**src/rtl/mmio_uart_tx.sv**
```systemverilog
// mmio_uart_tx: memory-mapped UART transmitter with a small TX FIFO.
// Stores to TXDATA queue bytes, which are sent LSB-first as 8N1 frames
// with a programmable bit period of BAUD_DIV+1 clocks.
// Optional feature macro: UART_PARITY_EN adds an even-parity bit (8E1).
module mmio_uart_tx #(
  parameter int                        ADDR_BUS_WIDTH   = 32,
  parameter int                        DATA_BUS_WIDTH   = 32,
  parameter logic [ADDR_BUS_WIDTH-1:0] BASE_ADDR        = 32'h00004000,
  parameter int                        FIFO_DEPTH       = 4,
  parameter logic [15:0]               DEFAULT_BAUD_DIV = 16'd3
) (
  input  logic                      clk,
  input  logic                      rst_n,
  input  logic [ADDR_BUS_WIDTH-1:0] addr,
  input  logic [DATA_BUS_WIDTH-1:0] write_data,
  input  logic                      write_en,
  output logic [DATA_BUS_WIDTH-1:0] read_data,
  output logic                      tx
);

  localparam int PW = $clog2(FIFO_DEPTH);
  localparam int CW = PW + 1;

  typedef enum logic [2:0] {
    S_IDLE,
    S_START,
    S_DATA,
`ifdef UART_PARITY_EN
    S_PARITY,
`endif
    S_STOP
  } state_t;

`ifdef UART_PARITY_EN
  localparam logic PARITY_FLAG = 1'b1;
`else
  localparam logic PARITY_FLAG = 1'b0;
`endif

  logic [7:0]    r_mem [FIFO_DEPTH];
  logic [PW-1:0] r_wrPtr, r_rdPtr;
  logic [CW-1:0] r_count;
  logic          r_ovf;
  logic [15:0]   r_baud;

  state_t        r_state, w_nextState;
  logic          r_tx, w_nextTx;
  logic [15:0]   r_bcnt, w_nextBcnt;
  logic [2:0]    r_bidx, w_nextBidx;
  logic [7:0]    r_shift, w_nextShift;

  logic          w_hit, w_push, w_statusWr, w_baudWr;
  logic [1:0]    w_off;
  logic          w_full, w_empty, w_pop, w_accept, w_boundary;
  logic [7:0]    w_head;
  logic [3:0]    w_cnt4;
  logic          w_unused;

  assign w_hit      = (addr[ADDR_BUS_WIDTH-1:4] == BASE_ADDR[ADDR_BUS_WIDTH-1:4]);
  assign w_off      = addr[3:2];
  assign w_push     = write_en && w_hit && (w_off == 2'd0);
  assign w_statusWr = write_en && w_hit && (w_off == 2'd1);
  assign w_baudWr   = write_en && w_hit && (w_off == 2'd2);

  assign w_empty    = (r_count == '0);
  assign w_full     = (r_count == CW'(FIFO_DEPTH));
  assign w_head     = r_mem[r_rdPtr];
  assign w_accept   = w_push && (!w_full || w_pop);
  assign w_boundary = (r_bcnt == 16'd0);
  assign w_cnt4     = 4'(r_count);
  assign tx         = r_tx;
  assign w_unused   = ^{addr[1:0], write_data[DATA_BUS_WIDTH-1:16]};

  // FIFO storage; a same-cycle pop frees the head slot so a push into a full FIFO lands safely
  always_ff @(posedge clk) begin
    if (w_accept) r_mem[r_wrPtr] <= write_data[7:0];
  end

  // FIFO pointers and occupancy; pointers wrap naturally because depth is a power of 2
  always_ff @(posedge clk or negedge rst_n) begin
    if (!rst_n) begin
      r_wrPtr <= '0;
      r_rdPtr <= '0;
      r_count <= '0;
    end else begin
      if (w_accept) r_wrPtr <= r_wrPtr + PW'(1);
      if (w_pop)    r_rdPtr <= r_rdPtr + PW'(1);
      if (w_accept && !w_pop)      r_count <= r_count + CW'(1);
      else if (!w_accept && w_pop) r_count <= r_count - CW'(1);
    end
  end

  // Sticky overflow flag (dropped push sets, write-1 to STATUS bit3 clears) and the baud divisor
  always_ff @(posedge clk or negedge rst_n) begin
    if (!rst_n) begin
      r_ovf  <= 1'b0;
      r_baud <= DEFAULT_BAUD_DIV;
    end else begin
      if (w_push && w_full && !w_pop)      r_ovf <= 1'b1;
      else if (w_statusWr && write_data[3]) r_ovf <= 1'b0;
      if (w_baudWr) r_baud <= write_data[15:0];
    end
  end

  // Transmit state register and serial datapath; reset drops any frame in flight
  always_ff @(posedge clk or negedge rst_n) begin
    if (!rst_n) begin
      r_state <= S_IDLE;
      r_tx    <= 1'b1;
      r_bcnt  <= 16'd0;
      r_bidx  <= 3'd0;
      r_shift <= 8'd0;
    end else begin
      r_state <= w_nextState;
      r_tx    <= w_nextTx;
      r_bcnt  <= w_nextBcnt;
      r_bidx  <= w_nextBidx;
      r_shift <= w_nextShift;
    end
  end

`ifdef UART_PARITY_EN
  logic r_parity;

  // Even parity of the byte being sent, captured as it leaves the FIFO
  always_ff @(posedge clk or negedge rst_n) begin
    if (!rst_n)     r_parity <= 1'b0;
    else if (w_pop) r_parity <= ^w_head;
  end
`endif

  // Next-state logic: bcnt counts down and is reloaded from the live BAUD_DIV at every bit boundary
  always_comb begin
    w_nextState = r_state;
    w_nextTx    = r_tx;
    w_nextBcnt  = r_bcnt;
    w_nextBidx  = r_bidx;
    w_nextShift = r_shift;
    w_pop       = 1'b0;
    if (r_state != S_IDLE && !w_boundary) w_nextBcnt = r_bcnt - 16'd1;
    case (r_state)
      S_IDLE: begin
        w_nextTx = 1'b1;
        if (!w_empty) begin
          w_pop       = 1'b1;
          w_nextShift = w_head;
          w_nextTx    = 1'b0;
          w_nextBcnt  = r_baud;
          w_nextState = S_START;
        end
      end
      S_START: begin
        if (w_boundary) begin
          w_nextTx    = r_shift[0];
          w_nextBidx  = 3'd0;
          w_nextBcnt  = r_baud;
          w_nextState = S_DATA;
        end
      end
      S_DATA: begin
        if (w_boundary) begin
          w_nextBcnt = r_baud;
          if (r_bidx == 3'd7) begin
`ifdef UART_PARITY_EN
            w_nextTx    = r_parity;
            w_nextState = S_PARITY;
`else
            w_nextTx    = 1'b1;
            w_nextState = S_STOP;
`endif
          end else begin
            w_nextShift = {1'b0, r_shift[7:1]};
            w_nextTx    = r_shift[1];
            w_nextBidx  = r_bidx + 3'd1;
          end
        end
      end
`ifdef UART_PARITY_EN
      S_PARITY: begin
        if (w_boundary) begin
          w_nextTx    = 1'b1;
          w_nextBcnt  = r_baud;
          w_nextState = S_STOP;
        end
      end
`endif
      S_STOP: begin
        if (w_boundary) begin
          if (!w_empty) begin
            w_pop       = 1'b1;
            w_nextShift = w_head;
            w_nextTx    = 1'b0;
            w_nextBcnt  = r_baud;
            w_nextState = S_START;
          end else begin
            w_nextState = S_IDLE;
          end
        end
      end
      default: begin
        w_nextTx    = 1'b1;
        w_nextState = S_IDLE;
      end
    endcase
  end

  // Combinational register read for the load-result mux; misses and write-only/reserved offsets read 0
  always_comb begin
    read_data = '0;
    if (w_hit) begin
      case (w_off)
        2'd1:    read_data[8:0]  = {PARITY_FLAG, w_cnt4, r_ovf, (r_state != S_IDLE), w_empty, w_full};
        2'd2:    read_data[15:0] = r_baud;
        default: read_data       = '0;
      endcase
    end
  end

endmodule

```
**config.mk**
```make
export PLATFORM = sky130hd
export DESIGN_NAME = mmio_uart_tx
export DESIGN_NICKNAME = d
export VERILOG_FILES = /design/src/rtl/mmio_uart_tx.sv
export SDC_FILE = /design/constraint.sdc
export NUM_CORES = 1
export LEC_CHECK = 0
export CAP_MARGIN = 40
export CORE_MARGIN = 2
export CORE_UTILIZATION = 30
export CTS_CLUSTER_SIZE = 30
export DETAILED_ROUTE_END_ITERATION = 8
export HOLD_SLACK_MARGIN = 0.03
export SKIP_LAST_GASP = 1
export SYNTH_ARGS = -nofsm -noshare
export SYNTH_HDL_FRONTEND = slang
export SYNTH_SLANG_ARGS = --single-unit
```
**constraint.sdc**
```tcl
create_clock -name clk -period 3.8 [get_ports clk]
set_clock_uncertainty 0.15 [all_clocks]
set_input_delay 0.95 -clock clk [delete_from_list [all_inputs] [get_ports clk]]
set_output_delay 0.95 -clock clk [all_outputs]
set_load 0.005 [all_outputs]
```
---- Yosys cells after proc, flatten, opt, wreduce, memory -nomap -nowiden ----
Memory sizes are Yosys's and may differ from the RTL's.
Cells that the tools add are included.
operators by class
  $add $sub $neg .......................... 6
  eq/ne operators ......................... 15
  multiplexer cells ....................... 40
  reductions and logical operators ........ 30
operators with widths
  kind                                                                      count
  16-bit two-way mux                                                        5
  16-bit one-hot mux with 3 select lines                                    1
  8-bit two-way mux                                                         4
  3-bit two-way mux                                                         10
  28-bit by 11-bit equality test with 1-bit output (second input constant)  1
  8-bit one-hot mux with 3 select lines                                     1
  9-bit one-hot mux with 2 select lines                                     1
  16-bit zero test                                                          1
  16-bit by 1-bit subtractor with 16-bit output (second input constant)     1
  2-bit != test (second input constant)                                     7
  1-bit two-way mux                                                         13
  3-bit one-hot mux with 4 select lines                                     1
  4-bit AND reduction                                                       3
  1-bit logical AND                                                         11
  7-bit two-way mux                                                         1
  3-bit by 1-bit adder with 3-bit output (second input constant)            2
  3-bit by 2-bit equality test with 1-bit output (second input constant)    2
  3-bit equality test (second input constant)                               2
  3-bit zero test                                                           2
  3-bit one-hot mux with 2 select lines                                     1
  2-bit nonzero test                                                        3
  3-bit nonzero test                                                        2
  5-bit AND reduction                                                       1
  2-bit by 1-bit adder with 2-bit output (second input constant)            2
  10 further kinds                                                          13
word-level totals
  bits in registers ....................... 55
  bits in writable memories ............... 32
  input port bits ......................... 67
  output and inout port bits .............. 33
  memories kept ........................... 1
memories
  memory  depth  bits a word  rd ports  clocked after Yosys merged registers in  write ports  RTL line  RTL
  r_mem   4      8            1         0                                        1            40        logic [7:0] r_mem [FIFO_DEPTH];

---- Depth between registers and ports, before layout ----
Gate-level depths: netlist of the first run.
  word-level depth ........................ 10
  gate-level depth with buffers ........... 12
  mapped depth without buffers ............ 12

---- Least setup slack after synthesis of the first run ----
Ideal clock, no wire load.
  path type ............................... input -> register
  from .................................... input port addr[27]
  to ...................................... register r_count[2]
  data arrival time ....................... 3327 ps
  required time ........................... 3571 ps
  slack ................................... 244 ps
  stages .................................. 9
  cells stage by stage .................... or4_1 > or4_1 > a211oi_4 > ha_1 > inv_1 > fa_1 > xor2_1 > nor2_1 > xor2_1
on the way
  cells in the longest elaborated chain, start to end .. 7
  elaborated cells on any way between the ends .. 9
  those cells by class .................... eq/ne (1); mux (1); reduce/logical (7)
ends and longest elaborated chain
  element                                               RTL line  RTL
  from (decl)                                           14        input logic [ADDR_BUS_WIDTH-1:0] addr,
  28-bit by 11-bit equality test with 1-bit output (*)  59        assign w_hit = (addr[ADDR_BUS_WIDTH-1:4] == BASE_ADDR[ADDR_BUS_WIDTH-1:4]);
  1-bit logical AND (*) (2 in series)                   61        assign w_push = write_en && w_hit && (w_off == 2'd0);
  1-bit logical AND (*)                                 68        assign w_accept = w_push && (!w_full || w_pop);
  net w_accept                                          54        logic w_full, w_empty, w_pop, w_accept, w_boundary;
  1-bit zero test                                       89        else if (!w_accept && w_pop) r_count <= r_count - CW'(1);
  1-bit logical AND                                     89
  2-bit nonzero test (no line)                          n/a
  to (signal assigned)                                  88        if (w_accept && !w_pop) r_count <= r_count + CW'(1);
  to (signal assigned)                                  89
  to (decl)                                             42        logic [CW-1:0] r_count;
The timed path passes the listed nets; every way through them passes the cells marked *.
A chain may end at the register's enable or synchronous reset.

---- Worst setup path in the final report of the first run ----
  from .................................... input port addr[31]
  to ...................................... output port read_data[8]
on the way
  cells in the longest elaborated chain, start to end .. 2
ends and longest elaborated chain
  element                                           RTL line  RTL
  28-bit by 11-bit equality test with 1-bit output  59
  16-bit two-way mux                                210       if (w_hit) begin
  to (decl)                                         17        output logic [DATA_BUS_WIDTH-1:0] read_data,
Every way passes these cells.

==> flow_summary.ini, run 1 <==
[drt]
detail_route.vias_per_cell = 5.248
final_antenna_net_count = 0
detailedRoute.firstIterationViolations = 306
routed_wire_length_per_instance_um = 16.75
route.detailed.drc = 0
via_count = 4020
totalWireLength_um = 12830
detailedRoute.firstPassIterationCount = 5

[die]
top_level_ports = 100
die_y_um = 132.7
std_cell_rows = 47
design.die.area_um2 = 17620
core_um2 = 16410
initial_cell_density_of_the_core = 0.3031
die_x_um = 132.7

[setup_path]
critical_path.slowest_cell = sky130_fd_sc_hd__clkdlybuf4s50_1
cp.arrival_ns = 2.64
critPathMaxFanout = 2
delay_contributed_by_the_slowest_stage_of_the_critical_path_ns = 0.41
critical_path_required_ns = 2.70
crit_path_frequent_cell = sky130_fd_sc_hd__buf_4
cp_cell_sequence = clkdlybuf4s50_1 > nor4_1 > nand2_1 > nor3_4 > buf_6 > buf_4 > buf_4 > and3_1 > buf_2
r2r_end = r_count[2]
critPathLaunchType = primary input
r2r-start = r_bcnt[0]
critical-path-top-delay-family = buffers and inverters
path_buf_inv = 5
regToRegSetupSlack_ns = 0.43
timing.critical_path.to_type = output port
path_class = in2out
timing.reg2reg.worst_path_depth = 12

[layout]
finalNetCount = 624
syn_to_final_growth_pct = 28.23
final_util = 0.3886
fillCellCount = 1571
final_layout_size_suffix_gt1_frac = 0.2271
n_antenna_cell = 0

[synth]
postSynthAreaPerCell_um2 = 10.88
share_of_the_yosys_chip_area_belonging_to_registers = 0.4658
yosys_register_bits = 86
synth-warning-count = 0
synth.largest_area_cell = sky130_fd_sc_hd__dfrtp_1
synthesis.area_um2 = 4972
distinct_cell_type_count_after_synthesis = 66
synth_area_leaders = sky130_fd_sc_hd__dfrtp_1 26%, sky130_fd_sc_hd__edfxtp_1 19%, sky130_fd_sc_hd__mux2_2 7.7%
synth_top_flop_cell = sky130_fd_sc_hd__dfrtp_1
synth_largest_type_area_fraction = 0.2567
postSynthCellCount = 457
synth-async-reset-ratio = 0.6279
synth_edf_count = 32

[grt]
global_route_usage_over_all_layers = 0.1469
first_global_vias = 4055
grt_start_max_net_pins = 26
grt_pass1_wl_um = 20640
grt.overflow.total = 0
grt_antenna_before_repair = 0

[timing]
hold_worst_slack_ns = 0.3257
min_period_ns = 3.745
worst-slew-pin-transition_ns = 0.6965
slew_limit_fails = 0
max_freq_mhz = 267.0
setup_viol = 0
timing.max_slew.rel_slack = 0.5356
hold_viol = 0
fin_crit_sh = 0.9854

[worst_hold_path]
hold_path_class = in2async

[cts]
clock_tree.htree_level_count = 3
cts_inserted_buffers = 9
root_buffer = sky130_fd_sc_hd__clkbuf_16
clk-insertion-delay-late_ns = 0.34
clock_sinks = 86
cts_tree = built
cts-hold-fix-buffers = 0
clock_pin_slew_on_the_worst_setup_and_hold_paths_ns = 0.07
clock_path_buffers = 2

[job]
maxCapViolCount = 0

[power]
peakVddDrop_uv = 172.5
report.power.total_mw = 2.289
power-per-cell-area_nw_per_um2 = 359.0
power.static_leakage_nw = 2.872

[placed_design]
dpl.hpwl_um = 9330
global_placer_s_final_weighted_congestion = 0.8795
port_bufs = 65

[outcome]
run_status = complete, no violations
## kinds of logic after synthesis
family                   after synthesis  synth area share
multiplexers                          47            0.1236
XOR/XNOR                              12           0.02114
buffers and inverters                 56           0.05536
other                                  1         0.0007542
adder cells (fa/ha/maj)               16           0.04177
AND/OR/NAND/NOR                      142            0.1530
AO/OA/AOI/OAI                         97            0.1387
flip-flops                            86            0.4658
## where the power goes
group / total, mW / switching [mW] / internal (mW)
Combinational: 0.374 / 0.208 / 0.166
Sequential: 1.03 / 0.0359 / 0.989
Clock: 0.890 / 0.379 / 0.511
Total: 2.29 / 0.623 / 1.67
## worst reg2reg max path, cell delays in order, from the launching register on
cell and delay, ns:
sky130_fd_sc_hd__dfrtp_1 0.46, sky130_fd_sc_hd__inv_1 0.09, sky130_fd_sc_hd__ha_1 0.21, sky130_fd_sc_hd__or4b_4 0.52, sky130_fd_sc_hd__nor4_4 0.35, sky130_fd_sc_hd__a21oi_2 0.14
sky130_fd_sc_hd__a211oi_4 0.26, sky130_fd_sc_hd__ha_1 0.21, sky130_fd_sc_hd__inv_1 0.06, sky130_fd_sc_hd__fa_1 0.37, sky130_fd_sc_hd__xor2_1 0.17, sky130_fd_sc_hd__nor2_1 0.13
sky130_fd_sc_hd__xor2_1 0.17
## how the worst max path moves through the flow
stage / startpoint / to / cells after the start
after CTS: addr[17] / read_data[11] / 8
after detailed placement: addr[17] / read_data[13] / 7
after global placement: addr[17] / read_data[9] / 7
after global routing: addr[31] / read_data[8] / 9
final: addr[31] / read_data[8] / 9
after floorplan: addr[27] / r_count[2] / 9
## what timing repair did
item | 4_1_cts | 5_1_grt
gates cloned | 1 | 0
resized for setup | 60 | 28
buffers inserted | 5 | 0
pin swaps | 7 | 9
setup endpoints to repair | 16 | 18
## per-stage QoR
stage	setup TNS (ns)	cell area, um^2	worst slack, ns	std cells
floorplan	0	5029	0.2442	472
global placement	-5.440	5946	-0.3271	744
detailed placement	-5.757	5946	-0.3477	744
CTS	-0.03892	6301	-0.01970	766
global route	-0.09864	6376	-0.02133	766
finish	0	6376	0.05536	766
## Yosys cell counts (11+ instances only)
cell,n
sky130_fd_sc_hd__nand2_1,37
sky130_fd_sc_hd__a21oi_1,13
sky130_fd_sc_hd__buf_4,17
sky130_fd_sc_hd__nor4_1,11
sky130_fd_sc_hd__edfxtp_1,32
sky130_fd_sc_hd__ha_1,15
sky130_fd_sc_hd__mux2_2,34
sky130_fd_sc_hd__clkbuf_1,22
sky130_fd_sc_hd__nor2_1,29
sky130_fd_sc_hd__o21ai_0,23
sky130_fd_sc_hd__a22oi_1,11
sky130_fd_sc_hd__inv_1,14
sky130_fd_sc_hd__dfrtp_1,51
## flip-flops by register name, indices dropped and copies added (netlist names)
| signal | cells |
|---|---|
| r_bcnt | 16 |
| r_mem | 32 |
| r_shift | 8 |
| r_wrPtr | 2 |
| tx | 1 |
| r_rdPtr | 2 |
| r_baud | 16 |
| r_ovf | 1 |
| r_count | 3 |
| r_state | 2 |
| r_bidx | 3 |
## layout by cell type (no fill, tap or decap), types with 6 or more instances in the layout
| master | n |
|---|---|
| sky130_fd_sc_hd__nand2_1 | 36 |
| sky130_fd_sc_hd__edfxtp_1 | 32 |
| sky130_fd_sc_hd__a21oi_1 | 13 |
| sky130_fd_sc_hd__conb_1 | 16 |
| sky130_fd_sc_hd__buf_4 | 31 |
| sky130_fd_sc_hd__a22oi_1 | 11 |
| sky130_fd_sc_hd__xor2_1 | 6 |
| sky130_fd_sc_hd__clkbuf_16 | 9 |
| sky130_fd_sc_hd__and2_1 | 6 |
| sky130_fd_sc_hd__mux4_2 | 8 |
| sky130_fd_sc_hd__o21ai_0 | 23 |
| sky130_fd_sc_hd__nor4_1 | 8 |
| sky130_fd_sc_hd__nor3_1 | 6 |
| sky130_fd_sc_hd__ha_1 | 15 |
| sky130_fd_sc_hd__nor2_1 | 26 |
| sky130_fd_sc_hd__and3_1 | 7 |
| sky130_fd_sc_hd__mux2_2 | 34 |
| sky130_fd_sc_hd__nand3_1 | 8 |
| sky130_fd_sc_hd__dlygate4sd2_1 | 6 |
| sky130_fd_sc_hd__buf_2 | 7 |
| sky130_fd_sc_hd__inv_1 | 14 |
| sky130_fd_sc_hd__xnor2_1 | 6 |
| sky130_fd_sc_hd__dlymetal6s2s_1 | 18 |
| sky130_fd_sc_hd__clkdlybuf4s50_1 | 26 |
| sky130_fd_sc_hd__or4_1 | 6 |
| sky130_fd_sc_hd__clkdlybuf4s15_1 | 6 |
| sky130_fd_sc_hd__dfrtp_1 | 51 |
## routing by layer
| layer | track usage | part of all wire |
|---|---|---|
| met5 | 0 | 0 |
| met1 | 0.1878 | 0.43 |
| met4 | 0.04480 | 0.014 |
| met3 | 0.02299 | 0.053 |
| met2 | 0.2562 | 0.50 |
## layout make-up
class | count | area (um^2) | share of cell area
Sequential cell | 86 | 2316 | 0.3632
Clock buffer | 9 | 225.2 | 0.03532
Tap cell | 220 | 275.3 | 0.04317
Timing Repair Buffer | 99 | 915.9 | 0.1436
Inverter | 15 | 56.30 | 0.008830
Multi-Input combinational cell | 330 | 2516 | 0.3946
Clock inverter | 7 | 71.32 | 0.01119
Power figures use the tool's default switching activity.
==> inputs of run 2 (changes only) <==
--- a/config.mk
+++ b/config.mk
@@ -6,11 +6,14 @@
 export NUM_CORES = 1
 export LEC_CHECK = 0
 export CAP_MARGIN = 40
+export CELL_PAD_IN_SITES_DETAIL_PLACEMENT = 1
+export CELL_PAD_IN_SITES_GLOBAL_PLACEMENT = 2
 export CORE_MARGIN = 2
 export CORE_UTILIZATION = 30
 export CTS_CLUSTER_SIZE = 30
 export DETAILED_ROUTE_END_ITERATION = 8
 export HOLD_SLACK_MARGIN = 0.03
+export PLACE_DENSITY_LB_ADDON = 0.1
 export SKIP_LAST_GASP = 1
 export SYNTH_ARGS = -nofsm -noshare
 export SYNTH_HDL_FRONTEND = slang
==> run 2 against run 1 <==
Effect of this change: utilization grew 0.53 points; global-route usage grew 2.2 points; sequential share of layout area shrank 0.49 points; total power grew 3.2%; non-clock buffer count grew 4; setup slack gained 0.051 ns; flip-flop and latch count is the same; routed wire length grew 13%; cell count grew 0.52%; largest power group unchanged.
==> flow_summary.ini, run 2 (synthesized netlist as in run 1, its figures left out) <==
[outcome]
run_status = complete, no violations

[setup_path]
path_class = in2out
critical_path_required_ns = 2.70
cp.arrival_ns = 2.59
cp_cell_sequence = clkdlybuf4s50_1 > nor4_1 > nand4_1 > nor3_4 > buf_6 > buf_6 > buf_6 > and3_1 > buf_2
timing.critical_path.to_type = output port
critical-path-top-delay-family = buffers and inverters
regToRegSetupSlack_ns = 0.40
delay_contributed_by_the_slowest_stage_of_the_critical_path_ns = 0.41
critPathMaxFanout = 4
critical_path.slowest_cell = sky130_fd_sc_hd__clkdlybuf4s50_1
crit_path_frequent_cell = sky130_fd_sc_hd__buf_6
critPathLaunchType = primary input
path_buf_inv = 5

[cts]
root_buffer = sky130_fd_sc_hd__clkbuf_16
cts-hold-fix-buffers = 0
clock_sinks = 86
clock_path_buffers = 2
clock_pin_slew_on_the_worst_setup_and_hold_paths_ns = 0.06
clk-insertion-delay-late_ns = 0.36
cts_tree = built
clock_tree.htree_level_count = 3
cts_inserted_buffers = 9

[timing]
min_period_ns = 3.694
hold_worst_slack_ns = 0.3377
hold_viol = 0
setup_viol = 0
worst-slew-pin-transition_ns = 0.7381
fin_crit_sh = 0.9721
final_critical_path_setup_slack_ns = 0.1060
timing.max_slew.rel_slack = 0.5079
grt_setup_unrepaired = no
max_freq_mhz = 270.7
slew_limit_fails = 0

[layout]
fin_cells = 770
finalNetCount = 628
largest_register_ff_count = 32
n_antenna_cell = 0
design_area_um2 = 6462
syn_to_final_growth_pct = 29.97
final_layout_size_suffix_gt1_frac = 0.2491
commonest_non_fill_non_tap_cell_in_the_layout = sky130_fd_sc_hd__dfrtp_1
reg_top3 = r_mem (32), r_baud (16), r_bcnt (16)
register_ranked_first_by_flip_flop_count = r_mem
final_cell_mix = 51 x sky130_fd_sc_hd__dfrtp_1, 36 x sky130_fd_sc_hd__nand2_1, 34 x sky130_fd_sc_hd__mux2_2, 32 x sky130_fd_sc_hd__edfxtp_1, 27 x sky130_fd_sc_hd__buf_4
fillCellCount = 1822

[power]
power.share.combinational = 0.168
power-per-cell-area_nw_per_um2 = 365.6
cellInternalPower_mw = 1.686
power.static_leakage_nw = 2.865
sw_frac_of_total = 0.2862
seq_power_share = 0.434
power.clock.fraction = 0.398
p_switching_mw = 0.6762
peakVddDrop_uv = 208.4

[drt]
detailedRoute.firstIterationViolations = 166
route.detailed.drc = 0
final_antenna_net_count = 0
totalWireLength_um = 14550
via_count = 3924
routed_wire_length_per_instance_um = 18.89
detail_route.vias_per_cell = 5.096
detailedRoute.firstPassIterationCount = 6

[die]
die_x_um = 132.7
die_y_um = 132.7
design.die.area_um2 = 17620
std_cell_rows = 47
top_level_ports = 100
initial_cell_density_of_the_core = 0.3031
core_um2 = 16410

[grt]
grt_pass1_wl_um = 22910
grt_antenna_before_repair = 0
global_route_usage_over_all_layers = 0.1685
grt.overflow.total = 0
grt_start_max_net_pins = 27
first_global_vias = 4081

[placed_design]
dpl_worst_slack_ns = -0.4024
dpl-instance-area_um2 = 6016
dpl.hpwl_um = 10610
port_bufs = 65
global_placer_s_final_weighted_congestion = 0.7762
place.detailed.instances = 745

[job]
maxCapViolCount = 0

[worst_hold_path]
hold_path_class = reg2reg
[run 2: changes by cell type in the layout (fill, tap and decap cells not counted), moves of 2 or more]
cell / before / now
sky130_fd_sc_hd__dlygate4sd2_1: 6 / 12
sky130_fd_sc_hd__nor2_1: 26 / 24
sky130_fd_sc_hd__clkdlybuf4s15_1: 6 / 2
sky130_fd_sc_hd__buf_6: 4 / 8
sky130_fd_sc_hd__buf_12: 0 / 5
sky130_fd_sc_hd__nor2_2: 3 / 5
sky130_fd_sc_hd__dlymetal6s2s_1: 18 / 11
sky130_fd_sc_hd__buf_2: 7 / 10
sky130_fd_sc_hd__buf_4: 31 / 27
sky130_fd_sc_hd__inv_8: 0 / 2
[run 2: routing by layer]
metal  share of wire  GRT usage
met1            0.48     0.2257
met3           0.044    0.03487
met4          0.0089    0.03943
met2            0.47     0.2807
met5               0          0
[run 2: power groups by stage]
stage	clock network [mW]	registers, mW	logic (mW)
2_1_floorplan	0	1.02	0.244
3_3_place_gp	0	1.04	0.393
3_5_place_dp	0	1.04	0.400
4_1_cts	0.974	1.03	0.402
5_1_grt	1.01	1.03	0.434
6_report	0.940	1.02	0.398
[run 2: timing repair]
| item | CTS | global route |
|---|---|---|
| setup endpoints to repair | 16 | 16 |
| gates resized for setup | 76 | 30 |
| setup buffers | 7 | 2 |
| pin swaps | 10 | 8 |
| cloned | 1 | 0 |
[run 2: area by class of cell]
class	count	area (um^2)	share of cell area
multi-input combinational	330	2527	0.3911
sequential	86	2316	0.3584
clock inverter	7	86.33	0.01336
clock buffer	9	225.2	0.03485
timing repair buffer	103	975.9	0.1510
inverter	15	56.30	0.008712
tap	220	275.3	0.04259
[run 2: per-stage QoR]
stage                     TNS [ns]  utilization  power [mW]
final                            0       0.3939       2.362
after global routing             0       0.3939       2.474
after CTS                  -0.5782       0.3892       2.401
after detailed placement    -6.472       0.3667       1.445
after global placement      -5.686       0.3654       1.437
after floorplan                  0            -       1.265
[run 2: final timing paths]
path | startpoint | end | cells after the start
max | addr[13] | read_data[8] | 9
min in group asynchronous | rst_n | r_bcnt[12] | 1
max reg2reg | r_bcnt[0] | r_count[2] | 12
max in group asynchronous | rst_n | r_state[1] | 3
min | r_ovf | r_ovf | 1
min reg2reg | r_ovf | r_ovf | 1
